$ cat config.mk
export PLATFORM = sky130hd
export DESIGN_NAME = restoring_divider
export DESIGN_NICKNAME = d
export VERILOG_FILES = /design/src/rtl/div_pkg.sv /design/src/rtl/div_datapath.sv /design/src/rtl/restoring_divider.sv
export SDC_FILE = /design/constraint.sdc
export NUM_CORES = 1
export LEC_CHECK = 0
export BUFFER_PORTS_ARGS = -buffer_cell sky130_fd_sc_hd__buf_2
export CAP_MARGIN = 25
export CORE_ASPECT_RATIO = 1.1
export CORE_MARGIN = 1.5
export CORE_UTILIZATION = 52
export DETAILED_ROUTE_END_ITERATION = 6
export GPL_TIMING_DRIVEN = 0
export PLACE_DENSITY = 0.75
export SYNTH_ARGS = -nofsm -noshare
export SYNTH_HDL_FRONTEND = slang
export SYNTH_SLANG_ARGS = --single-unit
export TNS_END_PERCENT = 5
$ cat constraint.sdc
create_clock -name clk -period 3.3 [get_ports clk]
set_input_delay 0.66 -clock clk [delete_from_list [all_inputs] [get_ports clk]]
set_output_delay 0.66 -clock clk [all_outputs]
set_load 0.02 [all_outputs]
$ cat src/rtl/div_pkg.sv
// Shared types and helpers for the restoring divider.
//   state_e   : controller states (IDLE, RUN, DONE)
//   cnt_width : bit width of an iteration counter that must hold the value n
package div_pkg;

  typedef enum logic [1:0] {
    IDLE,
    RUN,
    DONE
  } state_e;

  function automatic int unsigned cnt_width(input int unsigned n);
    return $clog2(n + 1);
  endfunction

endpackage

$ cat src/rtl/div_datapath.sv
// Restoring-division datapath: divisor (M), partial remainder (A, N+1 bits),
// quotient/dividend shift register (Q), trial subtractor and result registers.
// Ports:
//   clk, rst            : clock, synchronous active-high reset
//   load                : latch operands, clear A
//   iterate             : perform one shift/subtract/restore step
//   capture             : latch results (post-iteration values, or zero-divide result)
//   zero_div            : with capture, store quotient=all ones, remainder=dividend
//   dividend, divisor   : operands
//   t_msb               : sign of the current trial subtraction
//   quotient, remainder : registered results
module div_datapath #(
  parameter int unsigned N = 4
) (
  input  logic         clk,
  input  logic         rst,
  input  logic         load,
  input  logic         iterate,
  input  logic         capture,
  input  logic         zero_div,
  input  logic [N-1:0] dividend,
  input  logic [N-1:0] divisor,
  output logic         t_msb,
  output logic [N-1:0] quotient,
  output logic [N-1:0] remainder
);

  logic [N-1:0] m_q;
  logic [N:0]   a_q;
  logic [N-1:0] q_q;
  logic [N-1:0] quot_q;
  logic [N-1:0] rem_q;

  logic [N:0]   a_sh;
  logic [N:0]   t;
  logic [N:0]   a_nxt;
  logic [N-1:0] q_nxt;

  // {A,Q} << 1; A never exceeds M after a restore, so its MSB is always 0 here.
  always_comb begin
    a_sh  = {a_q[N-1:0], q_q[N-1]};
    t     = a_sh - {1'b0, m_q};
    t_msb = t[N];
    if (t[N]) begin
      a_nxt = a_sh;
      q_nxt = {q_q[N-2:0], 1'b0};
    end else begin
      a_nxt = t;
      q_nxt = {q_q[N-2:0], 1'b1};
    end
  end

  always_ff @(posedge clk) begin
    if (rst) begin
      m_q <= '0;
      a_q <= '0;
      q_q <= '0;
    end else if (load) begin
      m_q <= divisor;
      a_q <= '0;
      q_q <= dividend;
    end else if (iterate) begin
      a_q <= a_nxt;
      q_q <= q_nxt;
    end
  end

  // Capture happens on the same edge as the final iteration, so take next-state values.
  always_ff @(posedge clk) begin
    if (rst) begin
      quot_q <= '0;
      rem_q  <= '0;
    end else if (capture) begin
      if (zero_div) begin
        quot_q <= '1;
        rem_q  <= dividend;
      end else begin
        quot_q <= q_nxt;
        rem_q  <= a_nxt[N-1:0];
      end
    end
  end

  assign quotient  = quot_q;
  assign remainder = rem_q;

endmodule

$ cat src/rtl/restoring_divider.sv
// N-bit unsigned restoring divider: one quotient bit per RUN cycle, N cycles per
// division; a zero divisor completes immediately with div_by_zero set.
// Ports:
//   clk, rst            : clock, synchronous active-high reset
//   start               : begin a division (accepted in IDLE or DONE only)
//   dividend, divisor   : operands, sampled when start is accepted
//   busy                : iteration sequence in progress
//   done                : one-cycle pulse, results valid from this cycle
//   quotient, remainder : results, held until the next accepted start
//   div_by_zero         : last accepted division had divisor == 0
module restoring_divider
  import div_pkg::*;
#(
  parameter int unsigned N = 4
) (
  input  logic         clk,
  input  logic         rst,
  input  logic         start,
  input  logic [N-1:0] dividend,
  input  logic [N-1:0] divisor,
  output logic         busy,
  output logic         done,
  output logic [N-1:0] quotient,
  output logic [N-1:0] remainder,
  output logic         div_by_zero
);

  localparam int unsigned CW = cnt_width(N);

  state_e        state_q, state_d;
  logic [CW-1:0] cnt_q, cnt_d;
  logic          dz_q, dz_d;

  logic load;
  logic iterate;
  logic capture;
  logic zero_div;
  logic t_msb;

  always_comb begin
    state_d  = state_q;
    cnt_d    = cnt_q;
    dz_d     = dz_q;
    load     = 1'b0;
    iterate  = 1'b0;
    capture  = 1'b0;
    zero_div = 1'b0;
    unique case (state_q)
      IDLE, DONE: begin
        if (start) begin
          if (divisor != '0) begin
            state_d = RUN;
            load    = 1'b1;
            cnt_d   = CW'(N);
            dz_d    = 1'b0;
          end else begin
            state_d  = DONE;
            capture  = 1'b1;
            zero_div = 1'b1;
            dz_d     = 1'b1;
          end
        end else begin
          state_d = IDLE;
        end
      end
      RUN: begin
        // start is deliberately ignored here
        iterate = 1'b1;
        cnt_d   = cnt_q - CW'(1);
        if (cnt_q == CW'(1)) begin
          state_d = DONE;
          capture = 1'b1;
        end
      end
      default: state_d = IDLE;
    endcase
  end

  always_ff @(posedge clk) begin
    if (rst) begin
      state_q <= IDLE;
      cnt_q   <= '0;
      dz_q    <= 1'b0;
    end else begin
      state_q <= state_d;
      cnt_q   <= cnt_d;
      dz_q    <= dz_d;
    end
  end

  div_datapath #(
    .N(N)
  ) u_datapath (
    .clk      (clk),
    .rst      (rst),
    .load     (load),
    .iterate  (iterate),
    .capture  (capture),
    .zero_div (zero_div),
    .dividend (dividend),
    .divisor  (divisor),
    .t_msb    (t_msb),
    .quotient (quotient),
    .remainder(remainder)
  );

  assign busy        = (state_q == RUN);
  assign done        = (state_q == DONE);
  assign div_by_zero = dz_q;

endmodule

==> flow_summary.yaml, run 1 <==
status:
  status: "finished, final reports clean"
drt:
  drt-vias-per-instance: 5.51
  drc: 0
  drt_iter0_markers: 31
  drt-total-wl_mm: 2.59
  drtPass1Iterations: 4
  antenna_left: 0
  detail_route.wl_per_cell_um: 13.4
  num_vias: 1068
timing:
  finalSetupViolCount: 0
  skew_ps: 4.97
  relSlewSlack_pct: 69.3
  worst-slew-pin-transition_ps: 460
  min_period_over_period_pct: 72.8
  layout_setup_ws_ps: 896
  rsz0062_at_grt: "false"
  period_needed_ps: 2400
  timing.fmax_mhz: 416
  setup-tns-final_ps: 0
  finalHoldViolCount: 0
  drv_slew: 0
synth:
  ys_seq_area_share_pct: 41.5
  synthMostInstantiatedCell: "dfxtp_1"
  synth_flop_cell: "dfxtp_1"
  ys_top_cells_by_area: "dfxtp_1, a22oi_1, ha_1, a21oi_1, nor2_1"
  synth_edf_count: 0
  synth_seq_cells: 26
  synth_area_um2: 1250
  synthArstFlopShare_pct: 0
  syn_nets: 158
  avgSynthCellArea_um2: 8.96
  ys_top_cells_by_count: "dfxtp_1, nor2_1, a21oi_1, nand2_1, a22oi_1"
  yosysTopAreaCellShare_pct: 41.5
  yosys_warnings: 0
  synth_cell_types: 35
  netlist_instances: 140
  synth_top_area_cell: "dfxtp_1"
global_route:
  grt_pass1_wl_mm: 4.25
  antenna_found_initial: 0
  grt_max_degree: 14
  grt_overflow_total: 0
  grt_pass1_vias: 975
  grtUsageTotal_pct: 21.4
floorplan:
  start_util_pct: 55.2
  die_h_um: 54.5
  dieArea_um2: 2720
  coreArea_um2: 2270
  num_io_pins: 22
  die_x_um: 49.8
  row_count: 18
clock_network:
  root_buffer: "clkbuf_4"
  hold_buffers: 0
  cts-buffers-inserted: 3
  cts_setup_buffers: 0
  clock_sinks: 26
  clock_path_buffers: 2
  path_clk_slew_ps: 130
  tritoncts: "done"
  h-tree-depth: 1
  insertion_delay_ps: 330
  post_cts_resized: 0
cells_and_area:
  utilization_pct: 62.4
  finalNetCount: 184
  drive_gt1_share_pct: 24.4
  diodes: 0
  area_growth_pct: 13.2
power:
  p_seq_share_pct: 54.0
  swShare_pct: 31.2
  clkPwrFrac_pct: 21.2
  combPwrFrac_pct: 24.8
  p_switching_uw: 201
  ir_drop_uv: 276
  p_int_uw: 443
  finalPower_uw: 644
  powerDensity_nw_per_um2: 454
  power.leakage_uw: 0.000605
worst_setup_path:
  crit_arrival_ps: 1740
  cpMostUsedCell: "buf_2"
  critPathSlowestCell: "dfxtp_1"
  slowest_delay_ps: 340
  worstSetupPathType: "reg2out"
  worstPathCellList: "nand2b_1 -> clkbuf_1 -> inv_1 -> buf_2 -> buf_2"
  critPathMaxFanout: 10
  cp_top_family: "buffers and inverters"
  cp-start-kind: "flop"
  cp-end-kind: "output pin"
  cp_num_buf_inv: 4
  worstPathRequired_ps: 2640
placed_design:
  post-place-ws_ps: 946
  dpl.hpwl_mm: 2.00
  gp_congestion: 0.788
  portBuffers: 21
worst_hold_path:
  hp-class: "reg2reg"
job:
  maxCapViolCount: 0
## cells by family after synthesis
group	share of synthesized area [%]
AOI/OAI and AO/OA	17.1
xor gates and xnor gates	3.39
adders and majority gates	7.58
buffers and inverters	5.48
DFF	41.5
muxes	3.39
and+or+nand+nor	21.5
## flip-flops by register name (all words and copies together), names as in the netlist
register              count
u_datapath.q_q            4
cnt_q                     3
u_datapath.remainder      4
u_datapath.m_q            4
state_q                   2
div_by_zero               1
u_datapath.quotient       4
u_datapath.a_q            4
## cells in the final DEF (no fill, tap or decap), types with 2 or more instances in the layout
cell type and count:
nand3_1 2, nor3_1 8, a21oi_1 12, ha_1 6, nor2_1 14, buf_2 22
nor2b_1 3, a22oi_1 10, dfxtp_1 26, clkbuf_1 4, clkbuf_4 3, nand2b_1 3
mux2_2 2, inv_1 8, o21ai_1 2, nand2_1 12, mux2i_1 2, nor2_8 2
o22ai_1 4, xor2_1 2, o21ai_2 2
## power groups by stage
| stage | clock network, µW | logic [µW] | registers, µW |
|---|---|---|---|
| final | 137 | 160 | 348 |
| after floorplan | 0 | 116 | 357 |
| after CTS | 144 | 162 | 348 |
| after global placement | 0 | 156 | 354 |
| after detailed placement | 0 | 161 | 355 |
| after global routing | 148 | 177 | 350 |
## path summary, 6_finish.rpt
path | slack [ps] | depth (start not counted) | from | endpoint
min reg2reg | 460 | 2 | u_datapath.m_q[3] | u_datapath.m_q[3]
max reg2reg | 920 | 8 | u_datapath.q_q[3] | u_datapath.remainder[1]
min | 460 | 2 | u_datapath.m_q[3] | u_datapath.m_q[3]
max | 900 | 5 | state_q[1] | busy
## per-layer routing
layer,global-route usage [%],vias up,wire length (µm)
met5,0,-,0
met2,39.1,21,1330
met1,25.3,510,1100
met4,9.72,0,55
li1,-,532,-
met3,3.01,5,106
## layout make-up
class,instances,area (µm²)
clock buffer,3,22.5
timing repair buffer,21,105
fill,231,855
sequential,26,520
tap,30,37.5
multi-input combinational,99,666
buffer,7,38.8
inverter,8,30.0
## worst min-delay path, cell delays in order (launching register included)
cell and delay [ps]:
dfxtp_1 330, nand2_1 50, a21oi_1 50
## through the flow
stage	instances	instance area, µm²	hold slack [ps]
after floorplan	140	1250	436
after global placement	191	1400	446
after detailed placement	191	1400	450
after CTS	194	1420	469
after global routing	194	1420	486
final	194	1420	465
Note: power is estimated with default switching activity, not from simulation.
==> run 2: changes to the inputs <==
--- a/config.mk
+++ b/config.mk
@@ -9,10 +9,10 @@
 export CAP_MARGIN = 25
 export CORE_ASPECT_RATIO = 1.1
 export CORE_MARGIN = 1.5
-export CORE_UTILIZATION = 52
+export CORE_UTILIZATION = 49
 export DETAILED_ROUTE_END_ITERATION = 6
 export GPL_TIMING_DRIVEN = 0
-export PLACE_DENSITY = 0.75
+export PLACE_DENSITY = 0.74
 export SYNTH_ARGS = -nofsm -noshare
 export SYNTH_HDL_FRONTEND = slang
 export SYNTH_SLANG_ARGS = --single-unit
==> constraint.sdc (replaced) <==
create_clock -name clk -period 2.1 [get_ports clk]
set_input_delay 0.42 -clock clk [delete_from_list [all_inputs] [get_ports clk]]
set_output_delay 0.42 -clock clk [all_outputs]
set_load 0.02 [all_outputs]
==> flow_summary.yaml, run 2 (synthesis gave the netlist of run 1 again) <==
placed_design:
  portBuffers: 21
  dpl.hpwl_mm: 1.97
  gp_congestion: 0.771
  dp.cells: 192
  postPlaceCellArea_um2: 1410
cells_and_area:
  fin_cells: 198
  layout_common_cells: "dfxtp_1, buf_2, nor2_1"
  regArea_um2: 522
  final_area_um2: 1520
  drive_gt1_share_pct: 31.1
  diodes: 0
  area_growth_pct: 20.8
  layout_commonest_cell: "dfxtp_1"
  multi_input_area_um2: 727
  nFillCells: 226
  finalNetCount: 186
drt:
  drt_iter0_markers: 18
  met2WireLength_mm: 1.29
  antenna_left: 0
  drt-vias-per-instance: 5.25
  drtPass1Iterations: 4
  top_layer_used: "met4"
  wl_met1_mm: 1.22
  detail_route.wl_per_cell_um: 13.3
  num_vias: 1040
  drt-total-wl_mm: 2.64
  drc: 0
  met3_length_um: 86
worst_setup_path:
  crit_cells: 8
  slowest_delay_ps: 380
  worstRegToRegCells: 8
  cp-start-kind: "flop"
  worstPathCellList: "inv_2 -> ha_4 -> fa_2 -> nand2b_4 -> a21oi_4 -> xor2_4 -> mux2i_1 -> o22ai_1"
  cp-end-kind: "flop"
  cp_top_family: "adder cells"
  critPathSlowestCell: "fa_2"
  critPathMaxFanout: 5
  rrSetupSlack_ps: -60
  crit_arrival_ps: 2380
  worstPathRequired_ps: 2320
  worstSetupPathType: "reg2reg"
  cp_num_buf_inv: 1
  rr_endpoint: "u_datapath.remainder[2]"
  r2r_start: "u_datapath.q_q[3]"
floorplan:
  start_util_pct: 50.8
  num_io_pins: 22
  dieArea_um2: 2870
  die_x_um: 51.3
  die_h_um: 56.1
  row_count: 19
  coreArea_um2: 2470
clock_network:
  insertion_delay_ps: 320
  clock_sinks: 26
  cts-buffers-inserted: 3
  clock_path_buffers: 2
  root_buffer: "clkbuf_4"
  path_clk_slew_ps: 140
  tritoncts: "done"
  h-tree-depth: 1
  hold_buffers: 0
timing:
  period_needed_ps: 2160
  worst-slew-pin-transition_ps: 516
  skew_ps: 2.93
  setup-tns-final_ps: -216
  relSlewSlack_pct: 65.6
  finalSetupViolCount: 6
  min_period_over_period_pct: 103
  drv_slew: 0
  layout_setup_ws_ps: -58.2
  timing.fmax_mhz: 463
  rsz0062_at_grt: "true"
  finalHoldViolCount: 0
status:
  status: "finished, violations left"
  violations: "negative setup slack"
global_route:
  antenna_found_initial: 0
  grt_overflow_total: 0
  grtUsageTotal_pct: 20.9
  grt_pass1_vias: 1037
  grt_max_degree: 15
  grt_pass1_wl_mm: 4.66
worst_hold_path:
  hp-class: "in2reg"
  hold_depth: 3
  min_to: "u_datapath.m_q[1]"
  hold_start: "divisor[1]"
power:
  power.leakage_uw: 0.000642
  powerDensity_nw_per_um2: 728
  finalPower_uw: 1100
  ir_drop_uv: 504
job:
  maxCapViolCount: 0
==> run 2: changes by cell type in the layout (fill, tap and decap cells not counted), moves of 2 or more <==
cell	previous run	this run
buf_4	1	3
inv_1	8	6
inv_2	0	2
mux2_2	2	0
mux2_4	0	2
o22ai_1	4	2
o22ai_2	0	2
==> run 2: layer usage <==
metal	track usage, %	up-vias
li1	-	538
met1	28.1	477
met2	35.6	21
met3	1.61	4
met4	6.02	0
met5	0	-
==> run 2: timing repair <==
action / in CTS / in global routing
setup buffers: 1 / 1
setup endpoints to repair: 9 / 11
endpoints found under the hold margin: 0 / 0
resized for setup: 6 / 7
pin swaps: 3 / 4
==> run 2: final cells by class <==
cell class                      instances  area share (%)
Tap cell                               31            2.56
Inverter                                8            1.98
Sequential cell                        26            34.4
Buffer                                  7            2.81
Clock buffer                            4            2.39
Timing Repair Buffer                   23            7.92
Multi-Input combinational cell         99            47.9
==> run 2: worst max-delay path by stage <==
stage                                         end  slack (ps)               from
final                     u_datapath.remainder[2]         -60  u_datapath.q_q[3]
after global placement    u_datapath.remainder[1]        -160  u_datapath.q_q[3]
after floorplan           u_datapath.remainder[1]           2  u_datapath.q_q[3]
after detailed placement  u_datapath.remainder[1]        -180  u_datapath.q_q[3]
after CTS                 u_datapath.remainder[1]         -20  u_datapath.q_q[3]
after global routing      u_datapath.remainder[2]        -140  u_datapath.q_q[3]
==> run 2: report_power, final <==
part / leakage, µW / total (µW) / internal, µW / switching (µW)
registers: 0.000213 / 549 / 526 / 23.4
clock network: 0.0000210 / 258 / 106 / 152
logic: 0.000408 / 297 / 133 / 164
total: 0.000642 / 1100 / 764 / 340
==> run 2: tightest hold or removal path, delay by kind of cell <==
| kind | cells | cell delay [ps] |
|---|---|---|
| AO/OA/AOI/OAI | 1 | 50 |
| buffers and inverters | 1 | 100 |
| AND/OR/NAND/NOR | 1 | 50 |
==> run 2: metrics by stage <==
step / worst slack (ps) / hold WS (ps) / util (%)
2_1_floorplan: 2.40 / 436 / -
3_3_place_gp: -163 / 446 / 57.0
3_5_place_dp: -185 / 451 / 57.0
4_1_cts: -15.8 / 331 / 60.0
5_1_grt: -143 / 340 / 61.3
6_report: -58.2 / 327 / 61.3
==> run 3: changes to the inputs <==
==> constraint.sdc (replaced) <==
create_clock -name clk -period 2.1 [get_ports clk]
set_input_delay 0.42 -clock clk [delete_from_list [all_inputs] [get_ports clk]]
set_output_delay 0.42 -clock clk [all_outputs]
set_load 0.1 [all_outputs]
==> flow_summary.yaml, run 3 (synthesis gave the netlist of run 1 again) <==
status:
  violations: "negative setup slack"
  status: "finished, violations left"
timing:
  finalSetupViolCount: 1
  worst-slew-pin-transition_ps: 521
  relSlewSlack_pct: 65.3
  finalHoldViolCount: 0
  period_needed_ps: 2100
  drv_slew: 0
  holdWs_ps: 326
  rsz0062_at_grt: "true"
  timing.fmax_mhz: 476
  skew_ps: 1.62
  layout_setup_ws_ps: -1.04
  min_period_over_period_pct: 100
global_route:
  grt_pass1_vias: 1045
  antenna_found_initial: 0
  grt_overflow_total: 0
  grt_max_degree: 15
  grtUsageTotal_pct: 20.9
  grt_pass1_wl_mm: 4.68
cells_and_area:
  final_area_um2: 1530
  diodes: 0
  drive_gt1_share_pct: 31.1
  layout_common_cells: "dfxtp_1, buf_2, nor2_1"
  area_growth_pct: 21.6
  nFillCells: 221
  layout_commonest_cell: "dfxtp_1"
  finalNetCount: 186
power:
  ir_drop_uv: 515
  powerDensity_nw_per_um2: 763
  finalPower_uw: 1170
  power.leakage_uw: 0.000645
placed_design:
  post-place-ws_ps: -185
  postPlaceCellArea_um2: 1410
  gp_congestion: 0.771
  dpl.hpwl_mm: 1.97
  portBuffers: 21
floorplan:
  num_io_pins: 22
  start_util_pct: 50.8
  row_count: 19
  coreArea_um2: 2470
  dieArea_um2: 2870
  die_h_um: 56.1
  die_x_um: 51.3
clock_network:
  insertion_delay_ps: 320
  tritoncts: "done"
  path_clk_slew_ps: 140
  cts-buffers-inserted: 3
  clock_path_buffers: 2
  hold_buffers: 0
  clock_sinks: 26
  root_buffer: "clkbuf_4"
  h-tree-depth: 1
drt:
  drc: 0
  detail_route.wl_per_cell_um: 13.6
  drt_iter0_markers: 29
  drt-vias-per-instance: 5.31
  antenna_left: 0
  drtPass1Iterations: 4
  drt-total-wl_mm: 2.69
  num_vias: 1052
job:
  maxCapViolCount: 0
worst_setup_path:
  slowest_delay_ps: 360
  worstPathCellList: "inv_2 -> ha_4 -> fa_2 -> nand2b_4 -> a21oi_4 -> xor2_4 -> mux2i_1 -> a21oi_1"
  cp-start-kind: "flop"
  cp_top_family: "adder cells"
  crit_arrival_ps: 2310
  cp_num_buf_inv: 1
  critPathMaxFanout: 5
  worstPathRequired_ps: 2310
  cp-end-kind: "flop"
  worstSetupPathType: "reg2reg"
  critPathSlowestCell: "dfxtp_2"
worst_hold_path:
  hp-class: "in2reg"
run 3: cell types whose count changed in the layout (fill, tap and decap cells not counted):
cell      previous run  this run
buf_8                0         1
buf_2               21        20
clkbuf_4             4         3
buf_4                3         4
run 3: area by class of cell:
| class | count | area, µm² | area share, % |
|---|---|---|---|
| Buffer | 6 | 35.0 | 2.30 |
| Clock buffer | 4 | 36.3 | 2.38 |
| Tap cell | 31 | 38.8 | 2.54 |
| Inverter | 8 | 30.0 | 1.97 |
| Multi-Input combinational cell | 99 | 727 | 47.6 |
| Sequential cell | 26 | 522 | 34.2 |
| Timing Repair Buffer | 24 | 138 | 9.02 |
run 3: timing repair:
item | in CTS | in global routing
gates resized for setup | 11 | 4
gates cloned | 0 | 0
setup buffers | 2 | 1
pin swaps | 5 | 3
setup endpoints to repair | 9 | 9
run 3: final timing paths:
kind	depth (start not counted)	from	endpoint	slack, ps
max	8	u_datapath.q_q[3]	u_datapath.a_q[3]	-1
min	3	divisor[1]	u_datapath.m_q[1]	330
max reg2reg	8	u_datapath.q_q[3]	u_datapath.a_q[3]	-1
min reg2reg	2	u_datapath.m_q[3]	u_datapath.m_q[3]	470
run 3: report_power, final:
| group | internal [µW] | switching (µW) | total (µW) |
|---|---|---|---|
| combinational | 137 | 221 | 358 |
| clock | 106 | 153 | 259 |
| sequential | 526 | 23.2 | 549 |
| total | 768 | 397 | 1170 |
run 3: layer usage:
metal	track usage, %	vias to the layer above	part of all wire, %
li1	-	533	-
met1	28.6	486	45
met2	35.8	31	50
met3	1.61	2	4.5
met4	4.51	0	0.71
met5	0	-	0
run 3: metrics by stage:
stage	TNS, ps	cells	util [%]
2_1_floorplan	0	140	-
3_3_place_gp	-1010	192	57.0
3_5_place_dp	-1180	192	57.0
4_1_cts	0	198	61.1
5_1_grt	-363	198	61.7
6_report	-1.04	198	61.7
run 3: worst register-to-register path, stage by stage (launching register included):
cell and delay, ps:
dfxtp_2 360, inv_2 50, ha_4 160, fa_2 330, nand2b_4 160, a21oi_4 200, xor2_4 270, mux2i_1 330
a21oi_1 130
